==> src/rtl/ldpc_phase_scheduler_if.sv <==
// Handshake and sweep bundle between the LDPC phase scheduler and its controller/processing units.
// The scheduler attaches through the slave modport.
interface ldpc_phase_scheduler_if;
   logic       start;
   logic       stall;
   logic       syn_valid;
   logic       syn_ok;
   logic [9:0] addr;
   logic       addr_valid;
   logic       cn_phase;
   logic [3:0] iter;
   logic       busy;
   logic       done;
   logic       converged;

   modport master (
      output start, stall, syn_valid, syn_ok,
      input  addr, addr_valid, cn_phase, iter, busy, done, converged
   );

   modport slave (
      input  start, stall, syn_valid, syn_ok,
      output addr, addr_valid, cn_phase, iter, busy, done, converged
   );
endinterface

==> src/rtl/ldpc_phase_scheduler.sv <==
// Iteration/phase sequencer for the GF16 NB-LDPC decoder: CN sweep, drain, VN sweep, drain,
// syndrome check, repeated until convergence or the iteration limit.
//
// state | meaning
// IDLE  | waiting for start
// PRIME | issue first sweep address (preload 0x3FE + 2 wraps to 0)
// RUN   | issue remaining addresses in +2 steps, held by stall
// DRAIN | PIPE_LAT cycles for the processing pipeline to empty
// CHECK | wait for syndrome result
// DONE  | one-cycle done pulse
module ldpc_phase_scheduler #(
   parameter int NUM_ROWS = 384,
   parameter int MAX_ITER = 10,
   parameter int PIPE_LAT = 3
) (
   input  logic                   clk,
   input  logic                   reset,
   ldpc_phase_scheduler_if.slave  bus
);
   localparam logic [9:0] ADDR_PRELOAD = 10'h3FE;
   localparam logic [9:0] ROWS_N       = 10'(NUM_ROWS);
   localparam logic [3:0] DRAIN_LAST   = 4'(PIPE_LAT - 1);
   localparam logic [3:0] ITER_LAST    = 4'(MAX_ITER - 1);

   typedef enum logic [2:0] {
      S_IDLE, S_PRIME, S_RUN, S_DRAIN, S_CHECK, S_DONE
   } state_t;

   state_t     r_state,      w_state;
   logic [9:0] r_addr,       w_addr;
   logic       r_addr_valid, w_addr_valid;
   logic       r_cn_phase,   w_cn_phase;
   logic [3:0] r_iter,       w_iter;
   logic       r_busy,       w_busy;
   logic       r_done,       w_done;
   logic       r_converged,  w_converged;
   logic [9:0] r_issued,     w_issued;
   logic [3:0] r_drain,      w_drain;

   always_ff @(posedge clk or posedge reset) begin
      if (reset) begin
         r_state      <= S_IDLE;
         r_addr       <= '0;
         r_addr_valid <= 1'b0;
         r_cn_phase   <= 1'b1;
         r_iter       <= '0;
         r_busy       <= 1'b0;
         r_done       <= 1'b0;
         r_converged  <= 1'b0;
         r_issued     <= '0;
         r_drain      <= '0;
      end else begin
         r_state      <= w_state;
         r_addr       <= w_addr;
         r_addr_valid <= w_addr_valid;
         r_cn_phase   <= w_cn_phase;
         r_iter       <= w_iter;
         r_busy       <= w_busy;
         r_done       <= w_done;
         r_converged  <= w_converged;
         r_issued     <= w_issued;
         r_drain      <= w_drain;
      end
   end

   always_comb begin
      w_state      = r_state;
      w_addr       = r_addr;
      w_addr_valid = 1'b0;
      w_cn_phase   = r_cn_phase;
      w_iter       = r_iter;
      w_busy       = r_busy;
      w_done       = 1'b0;
      w_converged  = r_converged;
      w_issued     = r_issued;
      w_drain      = r_drain;
      case (r_state)
         S_IDLE: begin
            if (bus.start) begin
               w_state     = S_PRIME;
               w_cn_phase  = 1'b1;
               w_iter      = '0;
               w_converged = 1'b0;
               w_busy      = 1'b1;
               w_addr      = ADDR_PRELOAD;
            end
         end
         S_PRIME: begin
            w_addr       = r_addr + 10'd2;
            w_addr_valid = 1'b1;
            w_issued     = 10'd1;
            w_state      = S_RUN;
         end
         S_RUN: begin
            // A stalled edge issues nothing; addr and issued simply hold.
            if (!bus.stall) begin
               if (r_issued == ROWS_N) begin
                  w_drain = '0;
                  w_state = S_DRAIN;
               end else begin
                  w_addr       = r_addr + 10'd2;
                  w_addr_valid = 1'b1;
                  w_issued     = r_issued + 10'd1;
               end
            end
         end
         S_DRAIN: begin
            w_drain = r_drain + 4'd1;
            if (r_drain == DRAIN_LAST) begin
               if (r_cn_phase) begin
                  w_cn_phase = 1'b0;
                  w_addr     = ADDR_PRELOAD;
                  w_state    = S_PRIME;
               end else begin
                  w_state = S_CHECK;
               end
            end
         end
         S_CHECK: begin
            if (bus.syn_valid) begin
               if (bus.syn_ok) begin
                  w_converged = 1'b1;
                  w_done      = 1'b1;
                  w_state     = S_DONE;
               end else if (r_iter == ITER_LAST) begin
                  w_converged = 1'b0;
                  w_done      = 1'b1;
                  w_state     = S_DONE;
               end else begin
                  w_iter     = r_iter + 4'd1;
                  w_cn_phase = 1'b1;
                  w_addr     = ADDR_PRELOAD;
                  w_state    = S_PRIME;
               end
            end
         end
         S_DONE: begin
            w_busy  = 1'b0;
            w_state = S_IDLE;
         end
         default: w_state = S_IDLE;
      endcase
   end

   assign bus.addr       = r_addr;
   assign bus.addr_valid = r_addr_valid;
   assign bus.cn_phase   = r_cn_phase;
   assign bus.iter       = r_iter;
   assign bus.busy       = r_busy;
   assign bus.done       = r_done;
   assign bus.converged  = r_converged;
endmodule

==> src/flat_wrapper.sv <==
// flat-port wrapper written by rule: the top's interface ports become plain ports
module ldpc_phase_scheduler_flat 
#(
   parameter int NUM_ROWS = 384,
   parameter int MAX_ITER = 10,
   parameter int PIPE_LAT = 3
)
  (clk, reset, bus_start, bus_stall, bus_syn_valid, bus_syn_ok, bus_addr, bus_addr_valid, bus_cn_phase, bus_iter, bus_busy, bus_done, bus_converged);
  ldpc_phase_scheduler_if bus_i ();
  input  logic clk;
  input  logic reset;
  input wire logic [$bits(bus_i.start)-1:0] bus_start;
  input wire logic [$bits(bus_i.stall)-1:0] bus_stall;
  input wire logic [$bits(bus_i.syn_valid)-1:0] bus_syn_valid;
  input wire logic [$bits(bus_i.syn_ok)-1:0] bus_syn_ok;
  output wire logic [$bits(bus_i.addr)-1:0] bus_addr;
  output wire logic [$bits(bus_i.addr_valid)-1:0] bus_addr_valid;
  output wire logic [$bits(bus_i.cn_phase)-1:0] bus_cn_phase;
  output wire logic [$bits(bus_i.iter)-1:0] bus_iter;
  output wire logic [$bits(bus_i.busy)-1:0] bus_busy;
  output wire logic [$bits(bus_i.done)-1:0] bus_done;
  output wire logic [$bits(bus_i.converged)-1:0] bus_converged;
  assign bus_i.start = bus_start;
  assign bus_i.stall = bus_stall;
  assign bus_i.syn_valid = bus_syn_valid;
  assign bus_i.syn_ok = bus_syn_ok;
  assign bus_addr = bus_i.addr;
  assign bus_addr_valid = bus_i.addr_valid;
  assign bus_cn_phase = bus_i.cn_phase;
  assign bus_iter = bus_i.iter;
  assign bus_busy = bus_i.busy;
  assign bus_done = bus_i.done;
  assign bus_converged = bus_i.converged;
  ldpc_phase_scheduler #(.NUM_ROWS(NUM_ROWS), .MAX_ITER(MAX_ITER), .PIPE_LAT(PIPE_LAT)) u_core (.clk(clk), .reset(reset), .bus(bus_i));
endmodule
==> config.mk <==
export PLATFORM = sky130hd
export DESIGN_NAME = ldpc_phase_scheduler_flat
export DESIGN_NICKNAME = d
export VERILOG_FILES = /design/src/rtl/ldpc_phase_scheduler_if.sv /design/src/rtl/ldpc_phase_scheduler.sv /design/src/flat_wrapper.sv
export SDC_FILE = /design/constraint.sdc
export NUM_CORES = 1
export LEC_CHECK = 0
export CORE_MARGIN = 2
export CORE_UTILIZATION = 35
export CTS_CLUSTER_DIAMETER = 40
export DETAILED_ROUTE_END_ITERATION = 8
export MAX_ROUTING_LAYER = met4
export PLACE_DENSITY = 0.64
export REMOVE_ABC_BUFFERS = 1
export SETUP_SLACK_MARGIN = 0.02
export SLEW_MARGIN = 20
export SYNTH_ARGS = -nofsm -noshare
export SYNTH_HDL_FRONTEND = slang
export SYNTH_SLANG_ARGS = --single-unit
==> constraint.sdc <==
create_clock -name clk -period 5.5 [get_ports clk]
set_clock_uncertainty 0.1 [all_clocks]
set_input_delay 0.825 -clock clk [delete_from_list [all_inputs] [get_ports clk]]
set_output_delay 0.825 -clock clk [all_outputs]
set_load 0.02 [all_outputs]
# Word-level counts from Yosys, hierarchy flattened

Cells that the tools add are included.
W data, S select, Z words.

Shift operators: 0
Divide/modulo/power cells: 0
Multiplexer cells: 48
$add $sub $neg: 4
Reduce and logical (&&, ||, !) cells: 15
Bitwise logic cells: 0
Equal/unequal tests: 18
$lt $le $gt $ge: 0
Multiply operators: 0

Operators by type and width:

| cell                    | count |
|---|---|
| $mux W10                | 10 |
| $pmux W10 S5            | 1 |
| $mux W3                 | 8 |
| $mux W4                 | 6 |
| $pmux W10 S2            | 1 |
| $pmux W4 S2             | 2 |
| $mux W1                 | 15 |
| $pmux W3 S5             | 1 |
| $ne A2 B2 Y1 const B    | 6 |
| $add A10 B1 Y10 const B | 1 |
| $add A10 B2 Y10 const B | 1 |
| $eq A10 B9 Y1 const B   | 1 |
| $reduce_and A5 Y1       | 2 |
| $reduce_and A9 Y1       | 1 |
| $add A4 B1 Y4 const B   | 2 |
| $reduce_bool A2 Y1      | 4 |
| $eq A3 B2 Y1 const B    | 2 |
| $eq A3 B3 Y1 const B    | 2 |
| $ne A2 B1 Y1 const B    | 3 |
| $pmux W1 S2             | 3 |
| $reduce_and A3 Y1       | 2 |
| $reduce_and A6 Y1       | 1 |
| $reduce_bool A5 Y1      | 1 |
| $eq A4 B2 Y1 const B    | 1 |
| 8 further kinds         | 8 |

Bits in read-only memories: 0
Output and inout port bits: 19
Bits in writable memories: 0
Input port bits: 6
Memories: 0
Bits in registers: 36
Latch bits: 0

# Longest topological paths before layout

Gate-level depths: netlist of run 1.

Depth in word-level cells: 5
Depth in mapped cells: 8
Depth with buffers taken out: 8

# Least setup slack after synthesis of run 1

OpenSTA, ideal clock, no wires.

Path kind: input to register
From: in bus_stall
To: reg u_core.r_addr[9], in the netlist u_core.bus.addr[9]
Arrival: 1,935 ps
Stages on the path: 6
Setup slack: 3,344 ps
Path through: or4b_4 a31oi_4 nor2_4 clkinv_4 nand3_2 a22o_1

Longest elaborated chain between the ends: 2

Ends and longest elaborated chain:

| element                            | RTL line                   | text |
|---|---|---|
| start, declared                    | flat_wrapper.sv:13         | `input wire logic [$bits(bus_i.stall)-1:0] bus_stall;` |
| $ne A2 B2 Y1 (no source line)      | --                         |  |
| $reduce_and A9 Y1 (no source line) | --                         |  |
| end signal, assigned               | ldpc_phase_scheduler.sv:54 | `r_addr <= w_addr;` |
| end, declared                      | ldpc_phase_scheduler.sv:30 | `logic [9:0] r_addr, w_addr;` |

No other way between the ends.
A chain may end at the register's enable or synchronous reset.

# Worst setup path in the final report of run 1

Same ends and word-level chain as after synthesis.

==> results.toml, run 1 <==
[status]
status = "completed"

[final_layout]
nNetsFinal = 240
area_growth_pct = 18.93
insertedDiodeCount = 0
drive_gt1_frac = 0.1096

[timing]
tns_ps = 0
maxSlewViolCount = 0
slew_headroom = 0.5709
setup_violations = 0
hold_viol_final = 0
fin_crit_sh = 0.4489
worst_slack_ps = 3031
fmax_mhz = 405.0
hold-worst-slack_ps = 427.5
tightest_slew_ps = 642.9
min_period_ps = 2469
rsz0062_at_grt = "no"

[clock_tree]
clkSinkCount = 35
clkLatencyLatePin_ps = 290
cts_resized = 0
cts_tree = "built"
ctsHoldBuffers = 0
clk_path_buf_depth = 2
clkTransAtPathRegs_ps = 70
cts_buffers = 5
htreeDepth = 2
post-cts-setup-buffer-count = 0
cts_root_buf = "clkbuf_8"

[min_path]
hp-class = "register to register"

[grt]
grt-ovfl-total = 0
antenna_found_initial = 0
grt_pass1_vias = 1435
grt_use_total = 0.1389
grt_pass1_wl_um = 6679
grt_max_degree = 36

[pwr]
power.total_uw = 1310
p_leak_uw = 0.001011
powerDensity_nw_per_um2 = 553.7
ir_drop_mv = 0.3806

[setup_path]
crit_required_ps = 5580
end_kind = "register"
cp.arrival_ps = 2550
worst-setup-path-type = "input port to register"
critical_path.max_fanout = 10
startpoint_type = "input port"

[yosys]
synth_edf_count = 0
synth_flop_cell = "dfrtp_1"
synth_top_cell_area_share = 0.4277
syn_area_um2 = 1989
syn-mean-instance-area_um2 = 9.849
ys_types = 56
syn_inst = 202
ys_ff_latch = 35
async_flop_share = 1.000
yosysTopAreaCell = "dfrtp_1"
ys_warn_count = 0
yosysSeqAreaShare = 0.4409
yosys-top-cells-area = "dfrtp_1 (43%), xor2_1 (4.8%), nor2_1 (4.7%)"

[floorplanning]
initial_core_util = 0.3613
design.core.area_um2 = 5507
dieHeight_um = 79.39
io_pins = 25
rows = 27
die_x_um = 79.39
die_area_um2 = 6303

[route]
ant_nets = 0
dr.pass1.iters = 4
vias = 1532
routed_wl_um = 3871
drc = 0
dr.first_iter.drc_count = 73
routedWlPerCell_um = 12.90
via_per_inst = 5.107

[placed_design]
dp_hpwl_um = 2661
place_congestion = 0.8100
port_buffers = 23
preCtsSetupSlack_ps = 2746

[job]
maxCapViolations = 0
-- cells by family after synthesis --
family | share of synthesized area
other | 0.001885
flip-flops | 0.4409
adder cells (fa/ha/maj) | 0.04402
multiplexers | 0.01132
AND/OR/NAND/NOR | 0.2459
XOR/XNOR | 0.05283
AO/OA/AOI/OAI | 0.1616
buffers and inverters | 0.04150
-- layout make-up --
cell class | count | area, um2
clock buffer | 5 | 68.82
clock inverter | 3 | 20.02
multi-input combinational | 151 | 1030
inverter | 10 | 42.54
timing repair buffer | 24 | 237.7
fill | 536 | 3141
tap | 72 | 90.09
sequential | 35 | 877.1
-- stage by stage --
stage	instances	utilization	cell area, um2
5_1_grt	300	0.4297	2366
2_1_floorplan	196	-	1949
6_report	300	0.4297	2366
3_5_place_dp	292	0.4135	2277
4_1_cts	300	0.4297	2366
3_3_place_gp	292	0.4135	2277
-- metal layers --
| metal | track usage | up-vias | routed length [um] |
|---|---|---|---|
| met5 | - | - | 0 |
| met3 | 0.03394 | 5 | 148 |
| met2 | 0.1975 | 27 | 1691 |
| met4 | 0.04828 | 0 | 55 |
| li1 | - | 777 | - |
| met1 | 0.1938 | 723 | 1974 |
-- cells in the mapped netlist, types with 2 or more instances --
cell and count:
dfrtp_1 34, inv_1 9, o21ai_0 6, o21ai_1 3, a22oi_1 2, buf_2 2, and3_1 6, nand2_1 16
mux2_2 2, or3_1 2, a22o_1 3, o22ai_1 2, a21o_1 3, a21oi_1 7, xor2_1 11, nor3_1 2
nor3b_4 2, nand3_1 6, ha_1 7, o31ai_1 2, o21bai_1 2, buf_4 2, nor2_1 25, nand4_1 9
o211a_1 2, o21a_1 3, nor3b_1 2, a31oi_1 2
-- layout by cell type (no fill, tap or decap), types with 5 or more instances in the layout --
cell type,instances
nand4_1,9
xor2_1,11
dfrtp_1,34
nand2_1,16
nor2_1,25
and3_1,6
a21oi_1,7
o21ai_0,6
clkbuf_8,5
nand3_1,6
clkdlybuf4s50_1,23
ha_1,7
inv_1,9
-- power by group --
group	leakage (uW)	switching (uW)	internal, uW
registers	0.000429	137	347
clock network	0.0000402	99.2	88.1
logic	0.000543	345	293
-- final timing paths --
kind,to,depth (start not counted),slack (ps),start
worst max register to register,u_core.bus.addr[2]$_DFFE_PP0P_,5,3170,u_core.r_state[2]$_DFFE_PP0P_
worst min-delay path,u_core.bus.converged$_DFFE_PP0P_,2,430,u_core.bus.converged$_DFFE_PP0P_
max in group asynchronous,u_core.bus.cn_phase$_DFFE_PP1P_,3,4120,reset
worst min register to register,u_core.bus.converged$_DFFE_PP0P_,2,430,u_core.bus.converged$_DFFE_PP0P_
min in group asynchronous,u_core.bus.addr[3]$_DFFE_PP0P_,3,830,reset
worst max-delay path,u_core.bus.addr[9]$_DFFE_PP0P_,7,3030,bus_stall
-- worst max-delay path: stages --
cell and delay [ps]:
clkdlybuf4s50_1 490, or4b_4 530, a31oi_4 230, nor2_4 70
clkinv_4 110, nand3_2 60, a22o_1 230
-- registers in the layout (all words and copies together) (netlist names), 3 cells and up --
signal / cells
u_core.r_state: 3
u_core.bus.iter: 4
u_core.r_issued: 10
u_core.r_drain: 4
u_core.bus.addr: 9
Power figures use the tool's default switching activity.
==> run 2: changes to the inputs <==
--- a/config.mk
+++ b/config.mk
@@ -10,7 +10,7 @@
 export CTS_CLUSTER_DIAMETER = 40
 export DETAILED_ROUTE_END_ITERATION = 8
 export MAX_ROUTING_LAYER = met4
-export PLACE_DENSITY = 0.64
+export PLACE_DENSITY = 0.66
 export REMOVE_ABC_BUFFERS = 1
 export SETUP_SLACK_MARGIN = 0.02
 export SLEW_MARGIN = 20
==> constraint.sdc (replaced) <==
create_clock -name clk -period 2.06 [get_ports clk]
set_clock_uncertainty 0.1 [all_clocks]
set_input_delay 0.309 -clock clk [delete_from_list [all_inputs] [get_ports clk]]
set_output_delay 0.309 -clock clk [all_outputs]
set_load 0.02 [all_outputs]
==> results.toml, run 2 (synthesis results as in run 1) <==
[route]
ant_nets = 0
via_per_inst = 5.097
vias = 1621
drc = 0
routedWlPerCell_um = 12.79
routed_wl_um = 4068
dr.first_iter.drc_count = 76
dr.pass1.iters = 4

[grt]
grt_max_degree = 36
grt-ovfl-total = 0
antenna_found_initial = 0
grt_use_total = 0.1497
grt_pass1_wl_um = 7258
grt_pass1_vias = 1629

[clock_tree]
htreeDepth = 2
cts_buffers = 5
cts_resized = 0
clk_path_buf_depth = 2
ctsHoldBuffers = 0
post-cts-setup-buffer-count = 0
clkLatencyLatePin_ps = 280
cts_root_buf = "clkbuf_8"
clkSinkCount = 35
cts_tree = "built"
clkTransAtPathRegs_ps = 70

[final_layout]
area_growth_pct = 26.79
drive_gt1_frac = 0.1829
insertedDiodeCount = 0
layout_common_cells = "dfrtp_1 (32), nor2_1 (25), clkdlybuf4s50_1 (23), buf_4 (19), nand2_1 (16)"
largest_register_ffs = 10
multiInputGateArea_um2 = 1030
nNetsFinal = 259
layout_commonest_cell = "dfrtp_1"
seqCellArea_um2 = 879.6
nFillCells = 538
regMostFlops = "u_core.r_issued"

[placed_design]
port_buffers = 23
preCtsSetupSlack_ps = -85.30
dp_hpwl_um = 2964
place_congestion = 0.8391

[status]
status = "completed"

[timing]
maxSlewViolCount = 0
tns_ps = 0
min_period_ps = 1946
setup_violations = 0
rsz0062_at_grt = "yes"
fin_crit_sh = 0.9448
worst_slack_ps = 113.8
hold_viol_final = 0
fmax_mhz = 513.8

[pwr]
p_leak_uw = 0.001116
ir_drop_mv = 0.8285
powerDensity_nw_per_um2 = 1492

[floorplanning]
die_area_um2 = 6303
design.core.area_um2 = 5507
die_x_um = 79.39
rows = 27
initial_core_util = 0.3613
io_pins = 25
dieHeight_um = 79.39

[setup_path]
startpoint_type = "register"
worst-setup-path-type = "register to register"
crit_required_ps = 2130
cp.arrival_ps = 2020
critical_path.max_fanout = 10
end_kind = "register"
regToRegSetupSlack_ps = 110

[min_path]
hp-class = "input port to async pin"

[job]
maxCapViolations = 0
## run 2: cell types whose count changed in the layout (fill, tap and decap cells not counted)
cell,before,now
dfrtp_2,0,2
buf_12,0,1
clkbuf_8,5,6
clkinvlp_4,2,0
dfrtp_1,34,32
buf_4,1,19
## run 2: area by class of cell
cell class                 count  area share
multi-input combinational    151      0.4082
sequential                    35      0.3487
timing repair buffer          43      0.1558
tap                           72     0.03571
clock buffer                   6     0.03274
inverter                      10     0.01687
clock inverter                 1    0.001984
## run 2: worst paths after layout
| kind | start | to | depth (start not counted) |
|---|---|---|---|
| setup / recovery | u_core.r_state[0]$_DFFE_PP0P_ | u_core.bus.addr[2]$_DFFE_PP0P_ | 6 |
| setup reg to reg | u_core.r_state[0]$_DFFE_PP0P_ | u_core.bus.addr[2]$_DFFE_PP0P_ | 6 |
| min in group clk | u_core.bus.converged$_DFFE_PP0P_ | u_core.bus.converged$_DFFE_PP0P_ | 2 |
| max in group asynchronous | reset | u_core.bus.cn_phase$_DFFE_PP1P_ | 3 |
| hold reg to reg | u_core.bus.converged$_DFFE_PP0P_ | u_core.bus.converged$_DFFE_PP0P_ | 2 |
| hold / removal | reset | u_core.bus.addr[3]$_DFFE_PP0P_ | 3 |
## run 2: power breakdown
| group | internal [uW] | switching (uW) |
|---|---|---|
| Clock | 262 | 240 |
| Combinational | 990 | 1060 |
| Sequential | 934 | 277 |
| Total | 2190 | 1580 |
## run 2: through the flow
step	std cells	hold slack, ps	total power, uW	util	cell area (um2)
floorplan	196	356.5	2453	-	1949
global placement	311	417.0	3238	0.4417	2432
detailed placement	311	416.9	3267	0.4417	2432
CTS	318	268.2	3792	0.4576	2520
global route	318	299.0	4086	0.4581	2522
finish	318	261.6	3764	0.4581	2522
## run 2: worst max-delay path, stage by stage (launching register included)
cell	delay [ps]
dfrtp_2	450
buf_4	190
nand3b_1	150
a21o_1	170
nand4_1	150
nor3b_4	270
mux2_2	360
## run 2: routing by layer
| layer | vias up | track usage | wire (um) |
|---|---|---|---|
| met2 | 26 | 0.2297 | 1848 |
| met3 | 8 | 0.03394 | 99 |
| met4 | 0 | 0.05862 | 81 |
| met1 | 775 | 0.1935 | 2038 |
| met5 | - | - | 0 |
| li1 | 812 | - | - |
